$ cat config.mk
export PLATFORM = sky130hd
export DESIGN_NAME = alu_seq
export DESIGN_NICKNAME = d
export VERILOG_FILES = /design/src/rtl/alu_seq.sv
export SDC_FILE = /design/constraint.sdc
export NUM_CORES = 1
export LEC_CHECK = 0
export CORE_ASPECT_RATIO = 1.1
export CORE_MARGIN = 4
export CORE_UTILIZATION = 36
export DETAILED_ROUTE_END_ITERATION = 16
export PLACE_DENSITY = 0.76
export SKIP_LAST_GASP = 1
export SYNTH_ARGS = -nofsm -noshare
export SYNTH_HDL_FRONTEND = slang
export SYNTH_SLANG_ARGS = --single-unit
$ cat constraint.sdc
create_clock -name clk -period 1.3 [get_ports clk]
set_input_delay 0.13 -clock clk [delete_from_list [all_inputs] [get_ports clk]]
set_output_delay 0.13 -clock clk [all_outputs]
set_load 0.005 [all_outputs]
$ cat src/rtl/alu_seq.sv
// alu_seq
// Accumulator-based command sequencer that feeds a 16-bit combinational ALU.
// One command is taken at a time over a valid/ready handshake. The sequencer
// either loads a value straight into the accumulator, or it registers the ALU
// operands and control. For an ALU command it then captures the ALU result
// and carry/borrow one cycle later. Each command returns one response over a
// second valid/ready handshake.
//
// Optional feature macro: ALU_SEQ_STATS_EN
//   When defined, this adds the output op_count. op_count is a wrapping count
//   of completed commands (loads and ALU operations), and rst clears it.
//
// Ports:
//   clk          in   sole clock, rising edge
//   rst          in   synchronous, active-high reset
//   cmd_valid    in   command present
//   cmd_ready    out  sequencer idle and able to accept a command
//   cmd_op       in   [1:0] ALU control code, forwarded unchanged
//   cmd_load     in   1 = load cmd_operand into acc, bypassing the ALU
//   cmd_operand  in   [15:0] B operand or load value
//   alu_control  out  [1:0] registered ALU control
//   alu_a        out  [15:0] registered ALU A (accumulator snapshot)
//   alu_b        out  [15:0] registered ALU B
//   alu_result   in   [15:0] ALU combinational result
//   alu_cb       in   ALU carry (add) / borrow (subtract)
//   acc          out  [15:0] accumulator
//   flag_cb      out  last captured carry/borrow
//   flag_z       out  accumulator is zero after the last command
//   rsp_valid    out  response available
//   rsp_ready    in   consumer accepts the response
//   rsp_data     out  [15:0] response data (the accumulator)
//   op_count     out  [15:0] completed-command count (ALU_SEQ_STATS_EN only)

module alu_seq (
  input  logic        clk,
  input  logic        rst,
  input  logic        cmd_valid,
  output logic        cmd_ready,
  input  logic [1:0]  cmd_op,
  input  logic        cmd_load,
  input  logic [15:0] cmd_operand,
  output logic [1:0]  alu_control,
  output logic [15:0] alu_a,
  output logic [15:0] alu_b,
  input  logic [15:0] alu_result,
  input  logic        alu_cb,
  output logic [15:0] acc,
  output logic        flag_cb,
  output logic        flag_z,
  output logic        rsp_valid,
  input  logic        rsp_ready,
  output logic [15:0] rsp_data
`ifdef ALU_SEQ_STATS_EN
  ,
  output logic [15:0] op_count
`endif
);

  typedef enum logic [1:0] {
    IDLE = 2'b00,
    EXEC = 2'b01,
    RESP = 2'b10
  } state_t;

  state_t state;
  state_t state_nxt;
  logic   accept;

  // State register. Reset drops any in-flight command, so no response is
  // produced for that command.
  always_ff @(posedge clk) begin
    if (rst) begin
      state <= IDLE;
    end else begin
      state <= state_nxt;
    end
  end

  // Next-state and handshake outputs. cmd_ready is only high in IDLE. For
  // this reason, a response consumed in RESP cannot overlap a new acceptance:
  // cmd_ready rises on the following cycle.
  always_comb begin
    state_nxt = state;
    cmd_ready = 1'b0;
    rsp_valid = 1'b0;
    accept    = 1'b0;
    case (state)
      IDLE: begin
        cmd_ready = 1'b1;
        if (cmd_valid) begin
          accept    = 1'b1;
          state_nxt = cmd_load ? RESP : EXEC;
        end
      end
      EXEC: begin
        state_nxt = RESP;
      end
      RESP: begin
        rsp_valid = 1'b1;
        if (rsp_ready) begin
          state_nxt = IDLE;
        end
      end
      default: begin
        state_nxt = IDLE;
      end
    endcase
  end

  // Datapath registers. The ALU operand registers change only when an ALU
  // command is accepted. The ALU output is therefore stable for the whole
  // EXEC cycle, which is when it gets captured. A load leaves flag_cb alone.
  always_ff @(posedge clk) begin
    if (rst) begin
      acc         <= 16'h0000;
      flag_cb     <= 1'b0;
      flag_z      <= 1'b1;
      alu_control <= 2'b00;
      alu_a       <= 16'h0000;
      alu_b       <= 16'h0000;
    end else begin
      if (accept) begin
        if (cmd_load) begin
          acc    <= cmd_operand;
          flag_z <= (cmd_operand == 16'h0000);
        end else begin
          alu_a       <= acc;
          alu_b       <= cmd_operand;
          alu_control <= cmd_op;
        end
      end
      if (state == EXEC) begin
        acc     <= alu_result;
        flag_cb <= alu_cb;
        flag_z  <= (alu_result == 16'h0000);
      end
    end
  end

  assign rsp_data = acc;

`ifdef ALU_SEQ_STATS_EN
  // A command completes either as a load at acceptance or as an ALU op in
  // EXEC. These two events never fall in the same cycle.
  always_ff @(posedge clk) begin
    if (rst) begin
      op_count <= 16'h0000;
    end else if ((accept && cmd_load) || (state == EXEC)) begin
      op_count <= op_count + 16'h0001;
    end
  end
`endif

endmodule

; Yosys cells after proc, flatten, opt, wreduce, memory -nomap -nowiden
; Index checks and enable logic that the tools add are counted.
[op_classes]
shift = 0
n_bitwise = 1
n_eq_ne = 4
n_reduce_logical = 8
muxes = 14
add_sub_neg = 0
n_lt_le_gt_ge = 0
n_mul = 0
div = 0
[ops]
columns = op, n
row1 = $mux W16, 3
row2 = $logic_not A16 Y1, 2
row3 = $mux W1, 7
row4 = $mux W2, 3
row5 = $pmux W2 S3, 1
row6 = $reduce_and A2 Y1, 3
row7 = $ne A2 B2 Y1 const B, 2
row8 = $reduce_bool A2 Y1, 2
row9 = $eq A2 B1 Y1 const B, 1
row10 = $eq A2 B2 Y1 const B, 1
row11 = $logic_not A2 Y1, 1
row12 = $not A1 Y1, 1
[totals]
mem_bits_rw = 0
out_inout_bits = 70
input_bits = 40
latchBits = 0
ff_bits = 54
rom_bits = 0
n_memories = 0
word_cells = 34

; Longest topological paths before layout
; Gate-level depths: netlist of the first run.
[logic_depth]
ltp_word = 4
ltp_mapped = 6
depth_no_buf = 4

; Least setup slack after synthesis of the first run
; No wires, ideal clock.
[synth_timing]
path_type = register to register
start = register state[0]
end = register acc[10]
setup_time_ns = 0.138
arrival_ns = 1.099
n_path_buf = 2
setup_slack_ns = 0.064
path_stages_with_launch = 6
cell_sequence = dfxtp_1 -> nor2b_2 -> buf_6 -> buf_12 -> mux2i_1 -> a211oi_1
[synth_via]
elab_chain_cells = 4
elab_cells_between_ends = 7
classes_between = 1 x eq/ne / 2 x mux / 4 x reduce/logical
[synth_lines]
columns = item, line
row1 = start: declaration, 65  ; state_t state;
row2 = start signal: assignment, 75  ; state <= state_nxt;
row3 = $logic_not A2 Y1, 87  ; case (state)
row4 = $mux W1, 87
row5 = $reduce_bool A2 Y1 (no line), --
row6 = $reduce_and A2 Y1 (no line), --
row7 = end signal: assignment, 124  ; acc <= cmd_operand;
row8 = end signal: assignment, 133  ; acc <= alu_result;
row9 = end: declaration, 47  ; output logic [15:0] acc,
; Parallel ways exist; a longest one is shown, timed or not.
; A chain may end at the register's enable or synchronous reset.

; Worst setup path after layout of the first run
[layout_timing]
start = register state[1]
end = register alu_b[0]
[layout_via]
elab_chain_cells = 3
[layout_lines]
columns = item, line
row1 = $logic_not A2 Y1, 87
row2 = $mux W1, 87
row3 = $reduce_and A2 Y1 (no line), --
row4 = end signal: assignment, 128  ; alu_b <= cmd_operand;
row5 = end: declaration, 44  ; output logic [15:0] alu_b,
; Every way passes these cells.

==> results of run 1 <==
## power by group
group	switching, mW	internal (mW)
Combinational	0.362	0.548
Sequential	0.0713	1.76
Clock	0.526	0.431
## state kept, by name (all words and copies together) (netlist names)
signal / flops
flag_cb: 1
alu_b: 16
alu_a: 16
flag_z: 1
state: 2
acc: 16
alu_control: 2
## repair_timing
item                                    4_1_cts  5_1_grt
buffers inserted                             12        6
endpoints found under the setup margin       59       92
gates resized for setup                      36       69
hold endpoints to repair                      0        0
hold buffers                                  0        0
gates cloned                                  0        3
pin swaps                                     0        1
## worst max-delay path by stage
stage	slack, ps	depth (start not counted)	startpoint	endpoint
after floorplan	60	5	state[0]$_SDFFE_PP0P_	acc[10]$_SDFFE_PP0P_
after global placement	-190	5	cmd_operand[0]	flag_z$_SDFFE_PP1P_
after detailed placement	-270	6	cmd_load	acc[1]$_SDFFE_PP0P_
after CTS	-6	2	state[0]$_SDFFE_PP0P_	rsp_valid
after global routing	-110	5	state[1]$_SDFFE_PP0P_	alu_b[0]$_SDFFE_PP0P_
final	-4	5	state[1]$_SDFFE_PP0P_	alu_b[0]$_SDFFE_PP0P_
## cells by family (layout without fill, tap and decap cells)
group	count (synthesis)	count (layout)	synth area share (%)
AOI/OAI and AO/OA	53	53	13.62
buffers and inverters	34	172	9.839
DFF	54	54	48.03
muxes	17	17	7.560
and+or+nand+nor	107	107	20.96
## through the flow
| stage | cells | power (mW) | util [%] | cell area, µm² | worst slack [ps] |
|---|---|---|---|---|---|
| floorplan | 265 | 2.183 | - | 2251 | 63.75 |
| global placement | 451 | 2.677 | 59.40 | 3513 | -194.3 |
| detailed placement | 451 | 2.699 | 59.40 | 3513 | -265.5 |
| CTS | 471 | 3.674 | 62.83 | 3716 | -5.715 |
| global route | 480 | 3.874 | 67.27 | 3979 | -114.8 |
| finish | 480 | 3.699 | 67.27 | 3979 | -3.764 |
## cell type report
cell class	instances	share of cell area [%]
Timing Repair Buffer	163	42.45
Clock inverter	1	0.1258
Clock buffer	7	2.170
Multi-Input combinational cell	177	24.34
Sequential cell	54	28.40
Tap cell	77	2.421
Inverter	1	0.09434
## synthesized netlist by cell type, drive strengths merged
cell type,n
a211oi,16
a21oi,36
a31oi,1
and2b,1
and3,1
buf,27
clkbuf,6
dfxtp,54
inv,1
mux2i,17
nand2,68
nand3,1
nand3b,1
nand4,1
nor2,22
nor2b,1
nor3,2
nor4,7
nor4b,1
or4,1
## per-layer routing
| layer | global-route usage, % | up-vias | routed length (µm) |
|---|---|---|---|
| met3 | 5.973 | 12 | 492 |
| met1 | 19.92 | 1095 | 3114 |
| met4 | 5.586 | 0 | 134 |
| met5 | 0 | - | 0 |
| li1 | - | 1158 | - |
| met2 | 30.55 | 91 | 3756 |
## worst max-delay path: stages (launching register included)
cell	delay [ps]
dfxtp_4	390
nor4b_4	270
buf_6	180
buf_12	130
nand2_1	60
a21oi_1	180
==> summary.txt, run 1 <==
Status
  – Status: complete, but fails checks
  – Failing checks: setup timing

Floorplanning
  – Die footprint: 0.007583 mm²
  – Initial core utilization: 38.06%
  – Horiz. Die Dim: 83.40 µm
  – Core Area: 0.005914 mm²
  – I/O pins: 110
  – Die H: 90.93 µm
  – Row count: 29

Yosys
  – Syn Nets: 305
  – Yosys top cell area share: 48.03%
  – Area contributors post-synth: dfxtp_1 (48%), nand2_1 (11%), a21oi_1 (8.0%)
  – Mapped cell area: 0.002251 mm²
  – Post-synthesis sequential area ratio: 48.03%
  – Dominant cell type by area after synthesis: dfxtp_1
  – Number of synthesis warnings: 0
  – Post-synth cell types: 25
  – Post-Syn Instances: 265
  – Synthesized flop and latch total: 54
  – Synthesized area per cell: 8.494 µm²

Pwr
  – Lkg Pwr: 2.238 nW
  – VDD IR max: 525.2 µV
  – Power per cell area: 929.7 mW/mm²

Run
  – Max Cap Viol: 0

Timing
  – Tmin final: 1304 ps
  – Fmax: 767.0 MHz
  – Period Utilization, post-route: 100.3%
  – Setup_tns: -3.764 ps
  – Skew final: 5.344 ps
  – Final Hold Viols: 0
  – Worst Slack Setup Final: -3.764 ps
  – Rel. slew slack: 73.90%
  – RSZ-0062 raised after global routing: true
  – WHS: 247.6 ps
  – Fin. max-slew vios: 0
  – Worst Tran Pin Value: 388.0 ps
  – Setup violators final: 1

Detailed routing
  – Initial DRC count: 102
  – Pre-Repair DR Iteration Count: 4
  – Post-Route WL: 7.498 mm
  – Remaining DRCs: 0
  – Detail Route Antenna Nets: 0
  – Via Count: 2356
  – Routed wire per std cell: 15.62 µm
  – Vias per inst: 4.908

Worst setup path
  – Critical Path AT: 1520 ps
  – CP endpoint kind: flip-flop
  – Worst reg2reg setup slack: -4 ps
  – Worst Setup Start Kind: flip-flop
  – Worst r2r dst: alu_b[0]$_SDFFE_PP0P_
  – Required time of the critical path: 1520 ps
  – FF-to-FF Start: state[1]$_SDFFE_PP0P_
  – Peak fanout along the critical path: 11
  – Crit Path Category: reg -> reg
  – R2R cell count: 5

Final layout
  – # diodes: 0
  – Register area: 0.001130 mm²
  – # fillers: 492
  – Area Growth Syn to Fin: 76.77%
  – Layout cell share with drive strength beyond 1: 26.05%
  – Commonest cells after routing, fill and taps aside: nand2_1 (68), clkdlybuf4s50_1 (49), dlymetal6s2s_1 (47), buf_4 (44), a21oi_1 (34)
  – # nets final: 442
  – Commonest non-fill, non-tap cell in the layout: nand2_1
  – Area occupied by multi-input gates: 968.4 µm²

GRT
  – Initial antenna violation count: 0
  – Vias in the first global route: 2263
  – Gr ovfl total: 0
  – First-pass GRT wire length: 10.80 mm
  – GRT Util Overall: 17.44%
  – Largest net degree at the start of global routing: 35

Placed design
  – Port bufs: 109
  – GPL Wtd Cong: 0.8284
  – Detail Placement HPWL: 5.240 mm

Clocking
  – Total CTS buffers: 5
  – Clk sinks: 54
  – CTS H-Tree Depth: 2
  – Clk_lat worst skew: 300 ps
  – CTS root buffer: clkbuf_8
  – CTS Buffer Depth: 2
  – Clk slew on worst S/H paths: 90 ps
  – CTS tree: built

Hold path
  – Hold Path End: alu_a[5]$_SDFFE_PP0P_
  – Hold Path Stages: 3
  – Critical hold path startpoint: rst
  – Hold crit path type: in -> reg
Note: power is estimated with default switching activity, not from simulation.
==> run 2, diff against run 1 <==
--- a/config.mk
+++ b/config.mk
@@ -5,7 +5,7 @@
 export SDC_FILE = /design/constraint.sdc
 export NUM_CORES = 1
 export LEC_CHECK = 0
-export CORE_ASPECT_RATIO = 1.1
+export CORE_ASPECT_RATIO = 0.6
 export CORE_MARGIN = 4
 export CORE_UTILIZATION = 36
 export DETAILED_ROUTE_END_ITERATION = 16
==> summary.txt, run 2 (synthesis gave the netlist of run 1 again) <==
Timing
  – Period Utilization, post-route: 108.5%
  – Setup_tns: -1738 ps
  – Tmin final: 1411 ps
  – Worst Slack Setup Final: -110.7 ps
  – Setup violators final: 30
  – Final Hold Viols: 0
  – Worst Tran Pin Value: 497.4 ps
  – RSZ-0062 raised after global routing: true
  – Fin. max-slew vios: 0
  – Fmax: 708.9 MHz
  – Skew final: 8.299 ps
  – Rel. slew slack: 66.54%
  – WHS: 216.3 ps

Pwr
  – VDD IR max: 635.8 µV
  – Lkg Pwr: 2.244 nW
  – Power per cell area: 900.0 mW/mm²

Floorplanning
  – Core Area: 0.005807 mm²
  – Initial core utilization: 38.76%
  – Row count: 21
  – I/O pins: 110
  – Horiz. Die Dim: 110.1 µm
  – Die H: 69.25 µm
  – Die footprint: 0.007623 mm²

Clocking
  – Clk_lat worst skew: 310 ps
  – CTS tree: built
  – CTS H-Tree Depth: 2
  – Total CTS buffers: 5
  – CTS Buffer Depth: 2
  – Clk sinks: 54
  – CTS root buffer: clkbuf_8
  – Clk slew on worst S/H paths: 100 ps
  – CTS Hold Buffers Added: 0

Status
  – Failing checks: setup timing
  – Status: complete, but fails checks

GRT
  – First-pass GRT wire length: 12.59 mm
  – Largest net degree at the start of global routing: 28
  – GRT Util Overall: 21.50%
  – Gr ovfl total: 0
  – Vias in the first global route: 2367
  – Initial antenna violation count: 0

Hold path
  – Hold Path Stages: 2
  – Critical hold path startpoint: rst
  – Hold Path End: state[0]$_SDFFE_PP0P_
  – Hold crit path type: in -> reg

Worst setup path
  – Worst reg2reg setup slack: -110 ps
  – Critical Path AT: 1630 ps
  – R2R cell count: 7
  – Required time of the critical path: 1520 ps
  – CP endpoint kind: flip-flop
  – Crit Path Category: reg -> reg
  – Worst Setup Start Kind: flip-flop
  – Worst r2r dst: acc[6]$_SDFFE_PP0P_
  – FF-to-FF Start: state[0]$_SDFFE_PP0P_
  – Peak fanout along the critical path: 6

Detailed routing
  – Post-Route WL: 8.561 mm
  – Vias per inst: 4.919
  – Remaining DRCs: 0
  – Via Count: 2420
  – Uppermost layer routed: met4
  – Met2 wire len: 3.979 mm
  – Pre-Repair DR Iteration Count: 4
  – Metal3 WL: 843 µm
  – Detail Route Antenna Nets: 0
  – Routed wire per std cell: 17.40 µm
  – Met1 Wirelength: 3.672 mm
  – Initial DRC count: 132

Final layout
  – # diodes: 0
  – # fillers: 441
  – Top flop regs: acc x16, alu_a x16, alu_b x16
  – Layout cell share with drive strength beyond 1: 37.14%
  – Commonest non-fill, non-tap cell in the layout: nand2_1
  – Area Growth Syn to Fin: 89.44%
  – Commonest cells after routing, fill and taps aside: nand2_1 (55), clkdlybuf4s50_1 (50), buf_4 (49), dlymetal6s2s_1 (34), dfxtp_2 (33)
  – Non-filler cells, final: 492
  – # nets final: 452

Placed design
  – Worst slack, placed: -240.6 ps
  – GPL Wtd Cong: 0.7749
  – Detail Placement HPWL: 5.363 mm
  – Port bufs: 109
  – Placed Instances: 455

Run
  – Max Cap Viol: 0
==> run 2: cell count changes in the layout (fill, tap and decap cells not counted), sizes merged <==
cell / previous run / this run
dlygate4sd2: 11 / 23
clkinvlp: 0 / 2
buf: 53 / 64
dlymetal6s2s: 47 / 34
clkinv: 1 / 0
clkdlybuf4s50: 49 / 50
clkdlybuf4s15: 1 / 0
clkbuf: 9 / 7
==> run 2: critical path, stage by stage (launching register included) <==
cell and delay [ps]:
dfxtp_2 360, buf_4 110, buf_6 100, a21oi_4 40
nor2_4 270, clkbuf_16 210, nor2_1 40, a211oi_1 200
==> run 2: cell type report <==
type	count	area, µm²	area share [%]
timing repair buffer	173	1785	41.87
clock buffer	5	68.82	1.614
inverter	1	3.754	0.08803
clock inverter	2	15.01	0.3521
sequential	54	1130	26.50
multi-input combinational	177	1161	27.23
tap	80	100.1	2.347
==> run 2: report_power, final <==
group          internal (mW)  total [mW]  switching [mW]
clock                  0.369       0.925           0.556
sequential              1.76        1.83          0.0675
combinational          0.621        1.08           0.462
total                   2.75        3.84            1.09
==> run 2: layer usage <==
| metal | global-route usage (%) | vias up |
|---|---|---|
| met2 | 34.68 | 86 |
| met1 | 26.70 | 1150 |
| met4 | 4.288 | 0 |
| met5 | 0 | - |
| li1 | - | 1175 |
| met3 | 9.209 | 9 |
==> run 2: worst max-delay path by stage <==
| stage | endpoint | cells past startpoint | startpoint | slack [ps] |
|---|---|---|---|---|
| floorplan | acc[10]$_SDFFE_PP0P_ | 5 | state[0]$_SDFFE_PP0P_ | 60 |
| global placement | flag_z$_SDFFE_PP1P_ | 5 | cmd_operand[15] | -220 |
| detailed placement | acc[15]$_SDFFE_PP0P_ | 6 | cmd_valid | -240 |
| CTS | rsp_valid | 2 | state[1]$_SDFFE_PP0P_ | -200 |
| global route | acc[3]$_SDFFE_PP0P_ | 7 | state[0]$_SDFFE_PP0P_ | -200 |
| finish | acc[6]$_SDFFE_PP0P_ | 7 | state[0]$_SDFFE_PP0P_ | -110 |
==> run 2: repair_timing <==
action,in CTS,in global routing
endpoints found under the hold margin,0,0
pin swaps,4,29
setup endpoints to repair,63,99
setup buffers,21,5
gates resized for setup,61,106
cloned,4,3
==> run 2: stage by stage <==
step                      utilization, %  area [µm²]  power, mW
after detailed placement           60.91        3537      2.714
final                              73.43        4264      3.838
after global placement             60.91        3537      2.697
after CTS                          67.70        3931      3.745
after floorplan                        -        2251      2.183
after global routing               73.43        4264      4.011
